--- src/rtl/serial_csel_subtractor.sv ---
// -----------------------------------------------------------------------------
// serial_csel_subtractor
//
// Multi-cycle subtractor computing A - B - borrow_i modulo 2^DATA_WIDTH.
// The subtraction is done as A + ~B + carry, with carry = ~borrow.
// Each cycle one BLOCK_WIDTH-bit slice is processed, starting with the least
// significant slice. Two sums are prepared for every slice, one for carry-in 0
// and one for carry-in 1. The registered carry then selects between them.
// A single operation is in flight at a time, under a valid/ready handshake.
//
// Ports
//   clk_i        : clock. All state changes on its rising edge.
//   rst_i        : synchronous, active-high reset. It has priority over all
//                  other inputs.
//   operand_A_i  : minuend.
//   operand_B_i  : subtrahend.
//   borrow_i     : borrow-in.
//   valid_i      : request strobe. It is accepted only while ready_o is high.
//   ready_o      : high in IDLE, when a request can be accepted.
//   result_o     : difference. Sample it only while valid_o is high.
//   borrow_o     : unsigned borrow-out (A < B + borrow_i).
//   overflow_o   : two's-complement overflow of the subtraction.
//   valid_o      : result and flags are valid. Held until ready_i is high.
//   ready_i      : consumer acknowledge of the result.
// -----------------------------------------------------------------------------
module serial_csel_subtractor #(
  parameter int DATA_WIDTH  = 32,
  parameter int BLOCK_WIDTH = 4
) (
  input  logic                  clk_i,
  input  logic                  rst_i,
  input  logic [DATA_WIDTH-1:0] operand_A_i,
  input  logic [DATA_WIDTH-1:0] operand_B_i,
  input  logic                  borrow_i,
  input  logic                  valid_i,
  output logic                  ready_o,
  output logic [DATA_WIDTH-1:0] result_o,
  output logic                  borrow_o,
  output logic                  overflow_o,
  output logic                  valid_o,
  input  logic                  ready_i
);

  localparam int NUM_BLOCKS = DATA_WIDTH / BLOCK_WIDTH;
  localparam int CNT_W      = (NUM_BLOCKS > 1) ? $clog2(NUM_BLOCKS) : 1;
  localparam int MSB        = DATA_WIDTH - 1;

  // The slice logic assumes that the operand width divides into whole slices.
  generate
    if (DATA_WIDTH % BLOCK_WIDTH != 0) begin : g_bad_width
      $error("serial_csel_subtractor: DATA_WIDTH must be a multiple of BLOCK_WIDTH");
    end
  endgenerate

  typedef enum logic [1:0] {
    IDLE    = 2'd0,
    COMPUTE = 2'd1,
    DONE    = 2'd2
  } state_t;

  state_t state_q, state_d;

  logic [DATA_WIDTH-1:0]  a_q, b_q;
  logic                   carry_q;
  logic [CNT_W-1:0]       cnt_q;
  logic [BLOCK_WIDTH-1:0] res_q [NUM_BLOCKS];
  logic                   borrow_q, overflow_q;

  // Operands are viewed as arrays of slices, indexed by the block counter.
  logic [BLOCK_WIDTH-1:0] a_sl [NUM_BLOCKS];
  logic [BLOCK_WIDTH-1:0] b_sl [NUM_BLOCKS];

  for (genvar i = 0; i < NUM_BLOCKS; i++) begin : g_slices
    assign a_sl[i] = a_q[i*BLOCK_WIDTH +: BLOCK_WIDTH];
    assign b_sl[i] = b_q[i*BLOCK_WIDTH +: BLOCK_WIDTH];
    assign result_o[i*BLOCK_WIDTH +: BLOCK_WIDTH] = res_q[i];
  end

  // Carry-select slice: both sums are available before the carry is known.
  // The extra top bit of each sum is that slice's carry-out.
  logic [BLOCK_WIDTH:0]   sum0, sum1;
  logic [BLOCK_WIDTH-1:0] sum_sel;
  logic                   carry_sel;

  assign sum0 = {1'b0, a_sl[cnt_q]} + {1'b0, ~b_sl[cnt_q]};
  assign sum1 = {1'b0, a_sl[cnt_q]} + {1'b0, ~b_sl[cnt_q]} + {{BLOCK_WIDTH{1'b0}}, 1'b1};
  assign {carry_sel, sum_sel} = carry_q ? sum1 : sum0;

  logic accept, last_slice;
  assign accept     = (state_q == IDLE) && valid_i;
  assign last_slice = (cnt_q == CNT_W'(NUM_BLOCKS - 1));

  // ---------------------------------------------------------------------------
  // FSM
  // ---------------------------------------------------------------------------
  always_ff @(posedge clk_i) begin
    // NOTE: sequential state uses non-blocking assignments only. Every flop
    // then samples the values from before the edge, whatever the block order.
    if (rst_i) state_q <= IDLE;
    else       state_q <= state_d;
  end

  always_comb begin
    // NOTE: state_d gets a default first. Otherwise, a path that does not
    // assign it would infer a latch.
    state_d = state_q;
    unique case (state_q)
      IDLE:    if (valid_i)    state_d = COMPUTE;
      COMPUTE: if (last_slice) state_d = DONE;
      DONE:    if (ready_i)    state_d = IDLE;
      default:                 state_d = IDLE;
    endcase
  end

  assign ready_o = (state_q == IDLE);
  assign valid_o = (state_q == DONE);

  // ---------------------------------------------------------------------------
  // Datapath
  // ---------------------------------------------------------------------------
  always_ff @(posedge clk_i) begin
    if (rst_i) begin
      a_q        <= '0;
      b_q        <= '0;
      carry_q    <= 1'b0;
      cnt_q      <= '0;
      borrow_q   <= 1'b0;
      overflow_q <= 1'b0;
      // NOTE: the result slices are the visible result register, not scratch
      // storage. They must read as zero after reset, so they are cleared here.
      for (int i = 0; i < NUM_BLOCKS; i++) res_q[i] <= '0;
    end else if (accept) begin
      a_q     <= operand_A_i;
      b_q     <= operand_B_i;
      carry_q <= ~borrow_i;
      cnt_q   <= '0;
    end else if (state_q == COMPUTE) begin
      res_q[cnt_q] <= sum_sel;
      carry_q      <= carry_sel;
      cnt_q        <= cnt_q + CNT_W'(1);
      if (last_slice) begin
        // sum_sel holds the result MSB on this edge. res_q has not been
        // written yet, so the flags are taken from sum_sel directly.
        borrow_q   <= ~carry_sel;
        overflow_q <= (a_q[MSB] ^ b_q[MSB]) & (sum_sel[BLOCK_WIDTH-1] ^ a_q[MSB]);
      end
    end
  end

  assign borrow_o   = borrow_q;
  assign overflow_o = overflow_q;

endmodule

--- config.mk ---
export PLATFORM = sky130hd
export DESIGN_NAME = serial_csel_subtractor
export DESIGN_NICKNAME = d
export VERILOG_FILES = /design/src/rtl/serial_csel_subtractor.sv
export SDC_FILE = /design/constraint.sdc
export NUM_CORES = 1
export LEC_CHECK = 0
export CORE_ASPECT_RATIO = 1.1
export CORE_MARGIN = 2
export CORE_UTILIZATION = 47
export CTS_CLUSTER_DIAMETER = 50
export DETAILED_ROUTE_END_ITERATION = 8
export HOLD_SLACK_MARGIN = 0.06
export PLACE_DENSITY = 0.86
export SYNTH_ARGS = -nofsm -noshare
export SYNTH_HDL_FRONTEND = slang
export SYNTH_SLANG_ARGS = --single-unit
export TNS_END_PERCENT = 1
--- constraint.sdc ---
create_clock -name clk_i -period 4.9 [get_ports clk_i]
set_clock_uncertainty 0.1 [all_clocks]
set_input_delay 0.98 -clock clk_i [delete_from_list [all_inputs] [get_ports clk_i]]
set_output_delay 0.98 -clock clk_i [all_outputs]
set_load 0.05 [all_outputs]
==> flow_metrics.py, run 1 <==
metrics = {
    "route": {
        "vias": 3157,
        "wl_per_cell_um": 16.8,
        "drtPass1Iterations": 4,
        "viasPerCell": 5.57,
        "drtIter0Drc": 184,
        "wirelength_um": 9500,
        "drc_errors": 0,
        "postRouteAntennaNets": 0,
    },
    "global_routing": {
        "antenna_found_initial": 0,
        "grt-ovfl-total": 0,
        "grt_use_total_pct": 20.0,
        "grt_max_degree": 41,
        "grt_pass1_wl_um": 14800,
        "grt_pass1_vias": 3082,
    },
    "worst_setup_path": {
        "r2r_end": "overflow_o",
        "crit_path_end_kind": "register",
        "cp_slowest_stage_delay_ns": 0.98,
        "crit_path_start_kind": "register",
        "r2r_setup_slack_ns": 1.02,
        "slowest_stage": "dfxtp_1",
        "r2r_cells": 8,
        "criticalPathCategory": "register to register",
        "crit_chain": "mux4_2, mux2i_1, fa_1, nand3_1, nor2_2, xnor3_2, or3b_1, a311oi_2",
        "required_ns": 5.07,
        "crit_fanout": 24,
        "reg2reg_from": "cnt_q[0]",
        "cp.arrival_ns": 4.05,
    },
    "clock_network": {
        "cts_setup_buffers": 0,
        "tritoncts": "built",
        "cts_made_buffers": 9,
        "post_cts_resized": 0,
        "cts-root-buf": "clkbuf_8",
        "htreeDepth": 3,
        "clkTransAtPathRegs_ns": 0.10,
        "cts_sinks": 104,
        "hold_buffers": 0,
        "clk_latency_ns": 0.36,
        "clock_path_buffers": 2,
    },
    "die": {
        "die_area_sq_um": 9770,
        "core_area_sq_um": 8780,
        "pin_count": 105,
        "rows": 36,
        "dieWidth_um": 94.4,
        "die_h_um": 103,
        "initial_core_util_pct": 48.1,
    },
    "synthesis": {
        "async_reset_ff_share_pct": 0,
        "yosysWarnings": 0,
        "ys_ff_latch": 104,
        "synth-edff-count": 32,
        "synth_top_family_by_area": "compound AO/OA/AOI/OAI gates",
        "synthSimpleGateAreaFrac_pct": 10.4,
        "syn_area_sq_um": 4230,
        "syn_nets": 430,
        "netlist.area_leader.share_pct": 34.1,
        "synth_cells": 353,
        "synth.area.top_cells": "dfxtp_1, edfxtp_1, a22o_1, mux4_2, nor2_1",
        "synth.avg_cell_area_sq_um": 12.0,
        "yosys.area.top_type": "dfxtp_1",
        "synthFlopType": "dfxtp_1",
        "synthTopCellsByCount": "dfxtp_1, a22o_1, nor2_1",
        "synth_xor_area_share_pct": 1.60,
        "synth_mux_area_share_pct": 9.00,
        "yosysSeqAreaShare_pct": 56.8,
        "synth_adder_area_share_pct": 2.55,
        "synth_compound_area_share_pct": 17.3,
        "synth.most_common_cell": "dfxtp_1",
        "synth_cell_types": 41,
    },
    "timing": {
        "fin_tns_setup_ns": 0,
        "setup_slack_ns": 1.02,
        "min_period_ns": 3.88,
        "grt_setup_unrepaired": "false",
        "max_freq_ghz": 0.258,
        "finalHoldViolCount": 0,
        "period_share_pct": 79.1,
        "worst_pin_slew_ns": 0.982,
        "relSlewSlack_pct": 34.4,
        "setup_viol": 0,
        "maxSlewViolCount": 0,
    },
    "final_layout": {
        "area_delta_synth_final_pct": 31.5,
        "fin_nets": 525,
        "antennaDiodeCount": 0,
        "final_util_pct": 63.3,
        "drive_gt1_share_pct": 8.61,
    },
    "min_path": {
        "whs_path_depth": 1,
        "min_from": "a_q[22]",
        "hp-class": "register to register",
        "hold_end": "a_q[22]",
    },
    "outcome": {
        "status": "complete, no violations",
    },
    "place": {
        "routabilityCongestion": 0.860,
        "dp_hpwl_um": 7080,
        "io_buffers": 104,
        "pre_cts_ws_ns": 1.04,
    },
    "job": {
        "drv_cap": 0,
    },
    "power_and_ir_drop": {
        "power.density_nw_per_um2": 328,
        "p_leak_nw": 2.10,
        "power_mw": 1.82,
        "ir_drop_uv": 202,
    },
}
-- sequential cells by signal, summed over array words and instances (netlist names) --
| signal | flops |
|---|---|
| a_q | 32 |
| b_q | 32 |
| borrow_o | 1 |
| carry_q | 1 |
| cnt_q | 3 |
| overflow_o | 1 |
| res_q | 32 |
| state_q | 2 |
-- critical path: cells and delay by family (launching register included) --
family | cells | cell delay, ns
muxes | 2 | 0.89
and+or+nand+nor | 3 | 0.57
xor gates and xnor gates | 1 | 0.48
AOI/OAI and AO/OA | 1 | 0.24
DFF | 1 | 0.98
adders and majority gates | 1 | 0.52
-- where the power goes --
group | internal, mW | switching [mW] | leakage [nW]
combinational | 0.154 | 0.179 | 1.08
clock | 0.238 | 0.290 | 0.104
sequential | 0.933 | 0.0308 | 0.922
total | 1.32 | 0.499 | 2.10
-- kinds of logic (layout without fill, tap and decap cells) --
| logic type | after synthesis | in the layout |
|---|---|---|
| multiplexers | 25 | 25 |
| XOR/XNOR | 6 | 6 |
| flip-flops | 104 | 104 |
| AND/OR/NAND/NOR | 95 | 95 |
| AO/OA/AOI/OAI | 89 | 89 |
| buffers and inverters | 26 | 126 |
| adder cells (fa/ha/maj) | 8 | 8 |
-- final cells by class --
| cell class | count | area [sq um] |
|---|---|---|
| inverter | 2 | 7.51 |
| timing repair buffer | 108 | 1070 |
| clock buffer | 9 | 124 |
| clock inverter | 7 | 68.8 |
| sequential | 104 | 2400 |
| multi-input combinational | 223 | 1740 |
| fill | 673 | 3220 |
| tap | 114 | 143 |
-- per-layer routing --
metal | wire, um | track usage [%] | up-vias
met2 | 4800 | 35.4 | 126
met4 | 196 | 9.59 | 0
met3 | 572 | 3.04 | 16
li1 | - | - | 1513
met5 | 0 | 0 | -
met1 | 3930 | 24.0 | 1502
-- cell usage in the layout (no fill, tap or decap), drive strengths merged, types with 2 or more instances in the layout --
cell type and count:
ha 7, a311oi 2, clkdlybuf4s50 104, a21oi 10
xnor2 5, mux2i 11, a22oi 2, dfxtp 72
a22o 64, o21ai 3, nand2b 11, inv 5
buf 4, mux4 10, nand3 6, clkbuf 9
nor2 48, clkinv 3, edfxtp 32, nand2 16
nor2b 5, nor3 2, mux2 4
-- worst max path at each step --
stage,cells past startpoint,slack (ns),startpoint,end
finish,8,1.02,cnt_q[0],overflow_o
global route,11,0.78,cnt_q[0],overflow_o
CTS,8,1.01,cnt_q[0],overflow_o
detailed placement,8,1.04,cnt_q[0],overflow_o
global placement,8,1.16,cnt_q[0],overflow_o
floorplan,10,1.19,cnt_q[0],overflow_o
-- metrics by stage --
stage	hold slack, ns	cells	instance area (sq um)
2_1_floorplan	0.341	353	4230
3_3_place_gp	0.358	551	5370
3_5_place_dp	0.360	551	5370
4_1_cts	0.387	567	5560
5_1_grt	0.402	567	5560
6_report	0.385	567	5560
Note: power is estimated with default switching activity, not from simulation.
==> run 2: changes to the inputs <==
--- a/config.mk
+++ b/config.mk
@@ -7,11 +7,11 @@
 export LEC_CHECK = 0
 export CORE_ASPECT_RATIO = 1.1
 export CORE_MARGIN = 2
-export CORE_UTILIZATION = 47
+export CORE_UTILIZATION = 44
 export CTS_CLUSTER_DIAMETER = 50
 export DETAILED_ROUTE_END_ITERATION = 8
 export HOLD_SLACK_MARGIN = 0.06
-export PLACE_DENSITY = 0.86
+export PLACE_DENSITY = 0.84
 export SYNTH_ARGS = -nofsm -noshare
 export SYNTH_HDL_FRONTEND = slang
 export SYNTH_SLANG_ARGS = --single-unit
==> constraint.sdc (replaced) <==
create_clock -name clk_i -period 3.4 [get_ports clk_i]
set_clock_uncertainty 0.1 [all_clocks]
set_input_delay 0.68 -clock clk_i [delete_from_list [all_inputs] [get_ports clk_i]]
set_output_delay 0.68 -clock clk_i [all_outputs]
set_load 0.05 [all_outputs]
==> flow_metrics.py, run 2 (synthesis results as in run 1) <==
metrics = {
    "die": {
        "core_area_sq_um": 9350,
        "rows": 37,
        "die_area_sq_um": 10400,
        "die_h_um": 107,
        "pin_count": 105,
        "dieWidth_um": 97.5,
        "initial_core_util_pct": 45.2,
    },
    "worst_setup_path": {
        "crit_path_start_kind": "register",
        "reg2reg_from": "cnt_q[1]",
        "r2r_end": "overflow_o",
        "cp.arrival_ns": 3.66,
        "path_buf_inv": 0,
        "r2r_setup_slack_ns": -0.08,
        "crit_chain": "mux4_2, mux2_2, ha_1, fa_1, xnor2_2, nor2_2, xnor3_2, or3b_1, a311oi_2",
        "path_delay_family": "multiplexers",
        "criticalPathCategory": "register to register",
        "crit_path_end_kind": "register",
        "required_ns": 3.58,
        "crit_fanout": 4,
        "slowest_stage": "mux4_2",
        "cp_slowest_stage_delay_ns": 0.54,
        "r2r_cells": 9,
    },
    "job": {
        "drv_cap": 0,
    },
    "power_and_ir_drop": {
        "clkPwrFrac_pct": 31.0,
        "p_leak_nw": 2.20,
        "power_mw": 2.76,
        "power.density_nw_per_um2": 483,
        "power_frac_comb_pct": 18.8,
        "ir_drop_uv": 250,
        "netSwitchingFraction_pct": 26.1,
        "switching_power_mw": 0.722,
        "p_seq_share_pct": 50.2,
        "p_int_mw": 2.04,
    },
    "global_routing": {
        "grt_max_degree": 34,
        "grt_use_total_pct": 19.4,
        "antenna_found_initial": 0,
        "grt_pass1_vias": 3205,
        "grt-ovfl-total": 0,
        "grt_pass1_wl_um": 16000,
    },
    "place": {
        "dp_hpwl_um": 7480,
        "routabilityCongestion": 0.840,
        "io_buffers": 104,
        "postPlaceCellArea_sq_um": 5480,
    },
    "clock_network": {
        "cts_setup_buffers": 0,
        "tritoncts": "built",
        "htreeDepth": 3,
        "cts-root-buf": "clkbuf_8",
        "clock_path_buffers": 2,
        "clk_latency_ns": 0.37,
        "cts_made_buffers": 9,
        "clkTransAtPathRegs_ns": 0.10,
        "cts_sinks": 104,
    },
    "final_layout": {
        "antennaDiodeCount": 0,
        "final_cell_mix": "clkdlybuf4s50_1, dfxtp_1, a22o_1",
        "area_delta_synth_final_pct": 35.3,
        "finalInstanceArea_sq_um": 5720,
        "regArea_sq_um": 2400,
        "final_common_cell": "clkdlybuf4s50_1",
        "drive_gt1_share_pct": 11.4,
        "top_regs": "a_q (32), b_q (32), res_q (32)",
        "multi_input_area_sq_um": 1760,
        "fin_nets": 538,
        "fillCellCount": 745,
    },
    "route": {
        "drc_errors": 0,
        "wl_per_cell_um": 16.9,
        "wirelength_um": 9840,
        "viasPerCell": 5.54,
        "drtIter0Drc": 185,
        "postRouteAntennaNets": 0,
        "vias": 3228,
        "drtPass1Iterations": 4,
    },
    "timing": {
        "worst_pin_slew_ns": 0.804,
        "setup_viol": 1,
        "setup_slack_ns": -0.0807,
        "min_period_ns": 3.48,
        "relSlewSlack_pct": 45.7,
        "grt_setup_unrepaired": "true",
        "maxSlewViolCount": 0,
        "period_share_pct": 102,
        "finalHoldViolCount": 0,
        "max_freq_ghz": 0.287,
        "holdWs_ns": 0.387,
    },
    "min_path": {
        "hold_end": "b_q[6]",
        "min_from": "b_q[6]",
        "whs_path_depth": 1,
        "hp-class": "register to register",
    },
    "outcome": {
        "violations": "setup timing",
        "status": "finished with violations",
    },
}
[run 2: timing repair]
item	CTS	global route
gates resized for setup	0	1
hold buffers	0	0
pin swaps	1	0
cloned	0	0
setup endpoints to repair	9	11
[run 2: worst max-delay path by stage]
stage                        start          end  slack (ns)  depth (start not counted)
final                     cnt_q[1]   overflow_o       -0.08                          9
after global routing      cnt_q[1]   overflow_o       -0.23                          9
after CTS                 cnt_q[1]   overflow_o       -0.06                         10
after detailed placement  cnt_q[1]  res_q[3][2]       -0.06                          8
after global placement    cnt_q[1]  res_q[3][2]        0.05                          8
after floorplan           cnt_q[2]   overflow_o      0.0004                         12
[run 2: layout make-up]
type / count / share of cell area [%]
sequential: 104 / 42.0
clock inverter: 3 / 0.766
timing repair buffer: 121 / 20.4
multi-input combinational: 223 / 30.7
clock buffer: 13 / 3.35
inverter: 2 / 0.131
tap: 117 / 2.56
[run 2: power groups by stage]
stage | combinational (mW) | clock (mW) | sequential, mW
final | 0.519 | 0.858 | 1.39
after CTS | 0.516 | 0.869 | 1.39
after detailed placement | 0.514 | 0 | 1.42
after floorplan | 0.250 | 0 | 1.46
after global routing | 0.560 | 0.918 | 1.40
after global placement | 0.501 | 0 | 1.42
[run 2: layer usage]
| metal | share of wire (%) | global-route usage [%] | vias to the layer above |
|---|---|---|---|
| met5 | 0 | 0 | - |
| met4 | 2.3 | 8.33 | 0 |
| met3 | 5.8 | 3.85 | 21 |
| met2 | 51 | 32.9 | 138 |
| met1 | 41 | 24.4 | 1531 |
| li1 | - | - | 1538 |
[run 2: per-stage QoR]
stage	utilization [%]	std cells	worst slack, ns	setup TNS (ns)
floorplan	-	353	0.000388	0
global route	61.1	583	-0.235	-0.366
finish	61.1	583	-0.0807	-0.0807
CTS	61.1	583	-0.0637	-0.309
detailed placement	58.5	567	-0.0572	-0.172
global placement	58.5	567	0.0510	0
